$ cat src/rtl/neonfox_mem_pkg.sv
// rtl/neonfox_mem_pkg.sv - shared types and constants for the NeonFox memory port arbiter
//
// Purpose: port-id and arbiter-state enums plus the controller geometry
// (word-address width, burst length) shared by the arbiter and its picker.
package neonfox_mem_pkg;

   localparam int ADDR_W    = 24;
   localparam int BURST_LEN = 4;

   typedef enum logic [1:0] {
      PORT_NONE = 2'd0,
      PORT_P1   = 2'd1,
      PORT_P2   = 2'd2,
      PORT_P3   = 2'd3
   } port_id_t;

   typedef enum logic [1:0] {
      IDLE = 2'd0,
      BUSY = 2'd1,
      DONE = 2'd2
   } arb_state_t;

endpackage

$ cat src/rtl/mem_port_rr_pick.sv
// rtl/mem_port_rr_pick.sv - combinational winner picker for the three memory clients
//
// Purpose: chooses the next burst owner from the pending requests.
// Ports:
//   reqs_i     [3:1] pending requests, bit N = port N
//   last_rr_i        port granted most recently
//   winner_o         chosen port, PORT_NONE when nothing is pending
module mem_port_rr_pick
   import neonfox_mem_pkg::*;
(
   input  logic [3:1] reqs_i,
   input  port_id_t   last_rr_i,
   output port_id_t   winner_o
);

   // Rotation p1 -> p2 -> p3 -> p1, starting after the last grant. Since the
   // reset value of last_rr is p2, p3 leads the first arbitration and p1 beats
   // p2 on the first tie; p3 always comes next after a p2 burst, so a display
   // request raised during a p2 burst is served before a pending p1 fill.
   always_comb begin
      winner_o = PORT_NONE;
      case (last_rr_i)
         PORT_P1: begin
            if (reqs_i[2])      winner_o = PORT_P2;
            else if (reqs_i[3]) winner_o = PORT_P3;
            else if (reqs_i[1]) winner_o = PORT_P1;
         end
         PORT_P3: begin
            if (reqs_i[1])      winner_o = PORT_P1;
            else if (reqs_i[2]) winner_o = PORT_P2;
            else if (reqs_i[3]) winner_o = PORT_P3;
         end
         default: begin
            if (reqs_i[3])      winner_o = PORT_P3;
            else if (reqs_i[1]) winner_o = PORT_P1;
            else if (reqs_i[2]) winner_o = PORT_P2;
         end
      endcase
   end

endmodule

$ cat src/rtl/mem_port_arbiter.sv
// rtl/mem_port_arbiter.sv - three-client burst arbiter in front of the SDRAM controller
//
// Purpose: grants one client a whole 4-word burst, holds address/direction
// stable for the burst and routes beat strobes, beat index and write data.
// Ports:
//   clk_i, rst_i                    clock, asynchronous active-high reset
//   p1_*                            program-cache fill port (read only)
//   p2_*                            data-cache fill/writeback port
//   p3_*                            display/DMA port
//   ctl_req_o/wren_o/address_o      registered burst request to the controller
//   ctl_to_mem_o                    write data of the granted port
//   ctl_ready_i/offset_i            controller beat strobe and beat index
module mem_port_arbiter
   import neonfox_mem_pkg::*;
#(
   parameter int ADDR_W    = neonfox_mem_pkg::ADDR_W,
   parameter int BURST_LEN = neonfox_mem_pkg::BURST_LEN
)(
   input  logic              clk_i,
   input  logic              rst_i,
   input  logic              p1_req_i,
   input  logic [31:0]       p1_address_i,
   output logic              p1_ready_o,
   output logic [1:0]        p1_offset_o,
   input  logic              p2_req_i,
   input  logic              p2_wren_i,
   input  logic [31:0]       p2_address_i,
   input  logic [15:0]       p2_to_mem_i,
   output logic              p2_ready_o,
   output logic [1:0]        p2_offset_o,
   input  logic              p3_req_i,
   input  logic              p3_wren_i,
   input  logic [23:0]       p3_address_i,
   input  logic [15:0]       p3_to_mem_i,
   output logic              p3_ready_o,
   output logic [1:0]        p3_offset_o,
   output logic              ctl_req_o,
   output logic              ctl_wren_o,
   output logic [ADDR_W-1:0] ctl_address_o,
   output logic [15:0]       ctl_to_mem_o,
   input  logic              ctl_ready_i,
   input  logic [1:0]        ctl_offset_i
);

   localparam logic [1:0] LAST_OFFSET = 2'(BURST_LEN - 1);

   arb_state_t        state_q;
   port_id_t          grant_q;
   port_id_t          last_rr_q;
   port_id_t          winner;
   logic              ctl_req_q;
   logic              ctl_wren_q;
   logic [ADDR_W-1:0] ctl_address_q;
   logic [3:0]        beat_cnt_q;
   logic [3:1]        reqs;

   assign reqs = {p3_req_i, p2_req_i, p1_req_i};

   mem_port_rr_pick u_pick (
      .reqs_i    (reqs),
      .last_rr_i (last_rr_q),
      .winner_o  (winner)
   );

   always_ff @(posedge clk_i or posedge rst_i) begin
      if (rst_i) begin
         state_q       <= IDLE;
         grant_q       <= PORT_NONE;
         last_rr_q     <= PORT_P2;
         ctl_req_q     <= 1'b0;
         ctl_wren_q    <= 1'b0;
         ctl_address_q <= '0;
         beat_cnt_q    <= '0;
      end else begin
         case (state_q)
            IDLE: begin
               if (winner != PORT_NONE) begin
                  state_q    <= BUSY;
                  grant_q    <= winner;
                  last_rr_q  <= winner;
                  ctl_req_q  <= 1'b1;
                  beat_cnt_q <= '0;
                  case (winner)
                     PORT_P1: begin
                        ctl_address_q <= ADDR_W'(p1_address_i);
                        ctl_wren_q    <= 1'b0;
                     end
                     PORT_P2: begin
                        ctl_address_q <= ADDR_W'(p2_address_i);
                        ctl_wren_q    <= p2_wren_i;
                     end
                     default: begin
                        ctl_address_q <= ADDR_W'(p3_address_i);
                        ctl_wren_q    <= p3_wren_i;
                     end
                  endcase
               end
            end
            BUSY: begin
               if (ctl_ready_i) begin
                  if (ctl_offset_i == LAST_OFFSET) begin
                     // Grant is dropped here so nothing is routed during DONE.
                     state_q    <= DONE;
                     grant_q    <= PORT_NONE;
                     ctl_req_q  <= 1'b0;
                     beat_cnt_q <= '0;
                  end else begin
                     beat_cnt_q <= beat_cnt_q + 4'd1;
                  end
               end
            end
            DONE: begin
               // Requests are not sampled here, giving the finished client a cycle to drop req.
               state_q <= IDLE;
            end
            default: begin
               state_q <= IDLE;
            end
         endcase
      end
   end

   assign ctl_req_o     = ctl_req_q;
   assign ctl_wren_o    = ctl_wren_q;
   assign ctl_address_o = ctl_address_q;

   // Beat routing follows the registered grant, so readys drop with reset at once.
   always_comb begin
      p1_ready_o   = 1'b0;
      p1_offset_o  = 2'd0;
      p2_ready_o   = 1'b0;
      p2_offset_o  = 2'd0;
      p3_ready_o   = 1'b0;
      p3_offset_o  = 2'd0;
      ctl_to_mem_o = 16'd0;
      case (grant_q)
         PORT_P1: begin
            p1_ready_o  = ctl_ready_i;
            p1_offset_o = ctl_offset_i;
         end
         PORT_P2: begin
            p2_ready_o   = ctl_ready_i;
            p2_offset_o  = ctl_offset_i;
            ctl_to_mem_o = p2_to_mem_i;
         end
         PORT_P3: begin
            p3_ready_o   = ctl_ready_i;
            p3_offset_o  = ctl_offset_i;
            ctl_to_mem_o = p3_to_mem_i;
         end
         default: begin
         end
      endcase
   end

endmodule
$ cat config.mk
export PLATFORM = sky130hd
export DESIGN_NAME = mem_port_arbiter
export DESIGN_NICKNAME = d
export VERILOG_FILES = /design/src/rtl/neonfox_mem_pkg.sv /design/src/rtl/mem_port_rr_pick.sv /design/src/rtl/mem_port_arbiter.sv
export SDC_FILE = /design/constraint.sdc
export NUM_CORES = 1
export LEC_CHECK = 0
export BUFFER_PORTS_ARGS = -buffer_cell sky130_fd_sc_hd__buf_2
export CORE_MARGIN = 10
export CORE_UTILIZATION = 38
export DETAILED_ROUTE_END_ITERATION = 7
export MAX_ROUTING_LAYER = met4
export PLACE_DENSITY = 0.81
export REMOVE_ABC_BUFFERS = 1
export SYNTH_ARGS = -nofsm -noshare
export SYNTH_HDL_FRONTEND = slang
export SYNTH_SLANG_ARGS = --single-unit
export TNS_END_PERCENT = 30
$ cat constraint.sdc
create_clock -name clk_i -period 2.9 [get_ports clk_i]
set_clock_uncertainty 0.2 [all_clocks]
set_input_delay 0.29 -clock clk_i [delete_from_list [all_inputs] [get_ports clk_i]]
set_output_delay 0.29 -clock clk_i [all_outputs]
set_load 0.05 [all_outputs]
### Word-level counts from Yosys, hierarchy flattened

Index checks and enable logic that the tools add are counted.

* bits in registers: 32
* bits of input ports: 130
* output and inout port bits: 51
* word-level logic and storage cells: 55

* eq/ne operators: 12
* muxes and demuxes: 31
* reduce and logical (&&, ||, !) cells: 6

Operator list (count)
* 24-bit case mux with 2 select lines: 1
* 2-bit two-way mux: 17
* 16-bit case mux with 2 select lines: 1
* 2-bit case mux with 2 select lines: 3
* 2-bit equality test, second input constant: 5
* 2-bit by 1-bit equality test with 1-bit output, second input constant: 4
* 1-bit two-way mux: 7
* 2-bit inequality test, second input constant: 3
* 1-bit case mux with 2 select lines: 2
* 4-bit AND reduction: 1
* 2-bit nonzero test: 2
* 3-bit AND reduction: 1
* 2-bit logical NOT: 1
* 2-bit AND reduction: 1

### Depth between registers and ports, before layout

* depth in word-level cells: 7
* mapped depth: 9
* gate-level depth less buffers: 7

### Hierarchy

Synthesis repeated with hierarchy kept, for this count alone.

* cells, all modules: 225
* area, all modules: 1994.4 um^2

By module, submodules not included
* mem_port_arbiter: times used 1, cells an instance 218, area an instance 1958.1 um^2, sequential area each 802.0 um^2
* mem_port_rr_pick: times used 1, cells an instance 7, area an instance 36.3 um^2, sequential area each 0.0 um^2

### Least setup slack after synthesis

Ideal clock, no wire load.

* path type: reg-to-reg
* start point: register last_rr_q[0]
* end point: register ctl_address_q[0], in the netlist ctl_address_o[0]
* setup time: 0.076 ns
* arrival: 1.756 ns
* data required time: 2.624 ns
* path slack: 0.868 ns
* cell stages (with the launch flop): 9
* path buffers: 1
* clock period less this slack: 2.032 ns
* cells stage by stage: dfrtp_1 -> nand2b_1 -> a21oi_1 -> nand2b_1 -> ha_1 -> inv_2 -> clkbuf_1 -> a221oi_1 -> o21ai_1

* longest elaborated chain between the ends: 4
* elaborated cells between the ends (all ways): 8
* those cells by class: 4 x eq/ne; 2 x mux; 2 x reduce/logical

RTL lines
* start: declaration: line mem_port_arbiter.sv:49 `port_id_t last_rr_q;`
* start signal: assignment: line mem_port_arbiter.sv:80 `last_rr_q <= winner;`
* 2-bit equality test / 2-bit by 1-bit equality test with 1-bit output (equally long branches): line mem_port_rr_pick.sv:22 `case (last_rr_i)`
* 2-bit case mux with 2 select lines (*): line mem_port_rr_pick.sv:22
* 2-bit equality test, or another cell as far along: line mem_port_arbiter.sv:83 `case (winner)`
* 24-bit case mux with 2 select lines / 2-bit AND reduction (equally long branches)
* end signal: assignment: line mem_port_arbiter.sv:85 `ctl_address_q <= ADDR_W'(p1_address_i);`
* end signal: assignment: line mem_port_arbiter.sv:89 `ctl_address_q <= ADDR_W'(p2_address_i);`
* end signal: assignment: line mem_port_arbiter.sv:93 `ctl_address_q <= ADDR_W'(p3_address_i);`
* end: declaration: line mem_port_arbiter.sv:53 `logic [ADDR_W-1:0] ctl_address_q;`

Every way passes the cells marked *; elsewhere a longest branch is shown, timed or not.
A chain may end at the register's enable or synchronous reset.

### Final worst setup path

* start point: register last_rr_q[0]
* end point: register ctl_address_q[2], in the netlist ctl_address_o[2]

The elaborated chain is that of the path after synthesis.

==> qor.csv <==
stage;metric;value;unit
outcome;status;finished clean;
power;leakage power total;0.00158;uW
die;starting density of the core;39.0;%
synth;syn_area_per_cell;8.86;um^2
synth;post-synthesis cell type count;26;
setup_path;CP max-delay cell;ha_1;
die;number of placed I/O pins;181;
setup_path;startpoint types;register;
die;core region area;5110;um^2
route;Detailed Route WL;7.68;mm
final_layout;top library cells by usage in the layout, fill and taps aside;buf_2, dfrtp_1, nand2_1, o21ai_1, a221oi_1;
route;WL/cell;16.8;um
timing;normalized max-slew margin;44.4;%
grt;largest net degree at the start of global routing;26;
synth;synthesized instance count;225;
timing;unrepaired setup endpoints after global routing;false;
clock_network;H-tree lvl count;2;
synth;summed instance area of the synthesized netlist;1990;um^2
route;via/cell ratio;5.09;
grt;number of global-route vias before repair;2481;
final_layout;commonest non-fill, non-tap cell in the layout;buf_2;
die;vertical die dimension;92.4;um
synth;simple-gate share of the synthesized area;17.7;%
placement;placer congestion estimate;0.888;
clock_network;CTS buffer count;5;
synth;flip-flop and latch count after synthesis;32;
timing;Min Clock Period, post-route;2.42;ns
setup_path;required time reported for the critical path endpoint;2.91;ns
route;Antenna Nets Post-Route;0;
clock_network;insertion delay of the later-clocked pin in the worst-skew pair;0.28;ns
placement;DP Wirelength;6.31;mm
die;Row Count;26;
grt;leftover overflow at the end of global routing;0;
clock_network;number of buffers inserted by hold repair at cts;1;
timing;crit share post-route;83.5;%
setup_path;logic depth of the worst register-to-register path;6;
hold_path;Worst Hold Path Cells;3;
clock_network;clock-pin slew on the worst setup and hold paths;0.06;ns
timing;transition time at the pin with the least slew margin;0.834;ns
setup_path;Crit. End Element;register;
synth;Compound-Gate Fraction of Synth Area;26.0;%
clock_network;Post-CTS Setup Inserts;0;
setup_path;delay-heaviest family, CP;compound AO/OA/AOI/OAI gates;
final_layout;layout cells sized above 1;47.2;%
route;initial drt markers;114;
timing;Final Hold Fails;0;
setup_path;worst setup path class;reg2reg;
flow_run;max-cap violation count;0;
synth;adder and majority cell fraction of the synthesized area;1.88;%
clock_network;Post-CTS Resized;0;
synth;XOR/XNOR share of the synthesized area;0;%
final_layout;number of filler cells placed in the layout;486;
hold_path;path class of the lowest-slack min-delay path;in2reg;
setup_path;buffers and inverters on the worst path;0;
clock_network;Clk Tree Root Cell;clkbuf_8;
final_layout;Area growth, synth to finish;47.8;%
setup_path;count of cell instances traversed by the critical path;6;
die;die area;8540;um^2
clock_network;CTS tree;built;
setup_path;highest fanout seen on the critical path;24;
timing;final setup violation count;0;
final_layout;Final #Nets;518;
final_layout;Util after Layout;57.7;%
timing;fin. max-slew vios;0;
power;worst ir drop on vdd;580;uV
route;DR pass1 iterations;4;
synth;dominant combinational cell family by area after synthesis;compound AO/OA/AOI/OAI gates;
synth;Synth Warn #;0;
timing;maximum frequency from static timing analysis;413;MHz
setup_path;Critical Path, Cell by Cell;nand2b_1, a21oi_1, nand2b_1, ha_1, a221oi_1, o21ai_1;
route;total via count after detailed routing;2321;
setup_path;arrival time reported for the critical path endpoint;2.43;ns
clock_network;TritonCTS Sinks;32;
placement;count of port buffers added during placement;164;
route;DRC violation count after routing;0;
die;die outline width;92.4;um
setup_path;largest stage delay on the critical path;0.70;ns
setup_path;crit-path most repeated cell;nand2b_1;
clock_network;CTS max path bufs;2;
grt;wire length of the first global-routing pass;12.4;mm
final_layout;ant diodes;0;
grt;initial antenna violation count;0;
power;total power draw;3690;uW
grt;Tot GR Track Use;18.4;%
timing;final sum of negative setup slack;0;ns
synth;multiplexer share of the synthesized area;8.04;%
power;total power divided by cell area;1250;nW/um^2
synth;Seq/Total Area, Yosys;40.2;%
-- area by class of cell --
class	count	area [um^2]	area share (%)
timing repair buffer	172	883	30.0
multi-input combinational	170	1070	36.3
clock buffer	8	90.1	3.06
inverter	4	15.0	0.510
tap	70	87.6	2.97
sequential	32	802	27.2
-- final timing paths --
kind / startpoint / endpoint / slack, ns
worst max-delay path: last_rr_q[0] / ctl_address_o[2] / 0.48
worst min-delay path: p3_address_i[16] / ctl_address_o[16] / 0.06
max in group asynchronous: rst_i / ctl_address_o[9] / 1.44
min in group asynchronous: rst_i / ctl_req_o / 0.41
worst max register to register: last_rr_q[0] / ctl_address_o[2] / 0.48
worst min register to register: last_rr_q[1] / last_rr_q[1] / 0.27
-- sequential cells by signal, summed over array words and instances (netlist names) --
| signal | flops |
|---|---|
| ctl_address_o | 24 |
| grant_q | 2 |
| last_rr_q | 2 |
| state_q | 2 |
| ctl_req_o | 1 |
| ctl_wren_o | 1 |
-- worst min-delay path: stages --
cell and delay (ns):
buf_2 0.07, o21ai_1 0.05, o21ai_1 0.10
-- per-layer routing --
metal	up-vias	track usage, %	part of all wire (%)
met1	1040	20.6	40
met4	0	6.30	2.1
met2	132	29.5	46
met3	13	7.26	11
li1	1136	-	-
met5	-	-	0
-- synthesized netlist by cell type (all sizes together) --
cell,n,area (um^2)
o21ai,52,260
dfrtp,31,776
nand2,30,113
a221oi,24,210
nor2b,19,119
mux2i,16,160
clkbuf,10,37.5
buf,9,70.1
and2,6,37.5
a21oi,4,20.0
and3,4,25.0
inv,4,15.0
ha,3,37.5
nand2b,2,12.5
nand3,2,10.0
nor2,2,7.51
o22ai,2,18.8
a2bb2oi,1,8.76
dfstp,1,26.3
nor3,1,10.0
nor3b,1,12.5
or3,1,6.26
-- power by group --
group          internal, uW  leakage, uW  switching [uW]
sequential              668     0.000391             156
clock                   193    0.0000455             161
combinational           707      0.00114            1810
total                  1570      0.00158            2130
-- stage by stage --
step                hold slack, ns  instance area (um^2)  std cells  setup slack [ns]
CTS                         0.0609                  2950        456             0.435
global placement             0.161                  2850        447             0.522
finish                      0.0635                  2950        456             0.479
global route                0.0754                  2950        456             0.231
floorplan                    0.205                  1890        206             0.702
detailed placement           0.179                  2850        447             0.445
-- logic make-up after synthesis --
logic type / Yosys count
compound gates: 83
fa+ha+maj: 3
buf+inv: 23
flops: 32
mux: 16
simple gates: 68
Note: power is estimated with default switching activity, not from simulation.
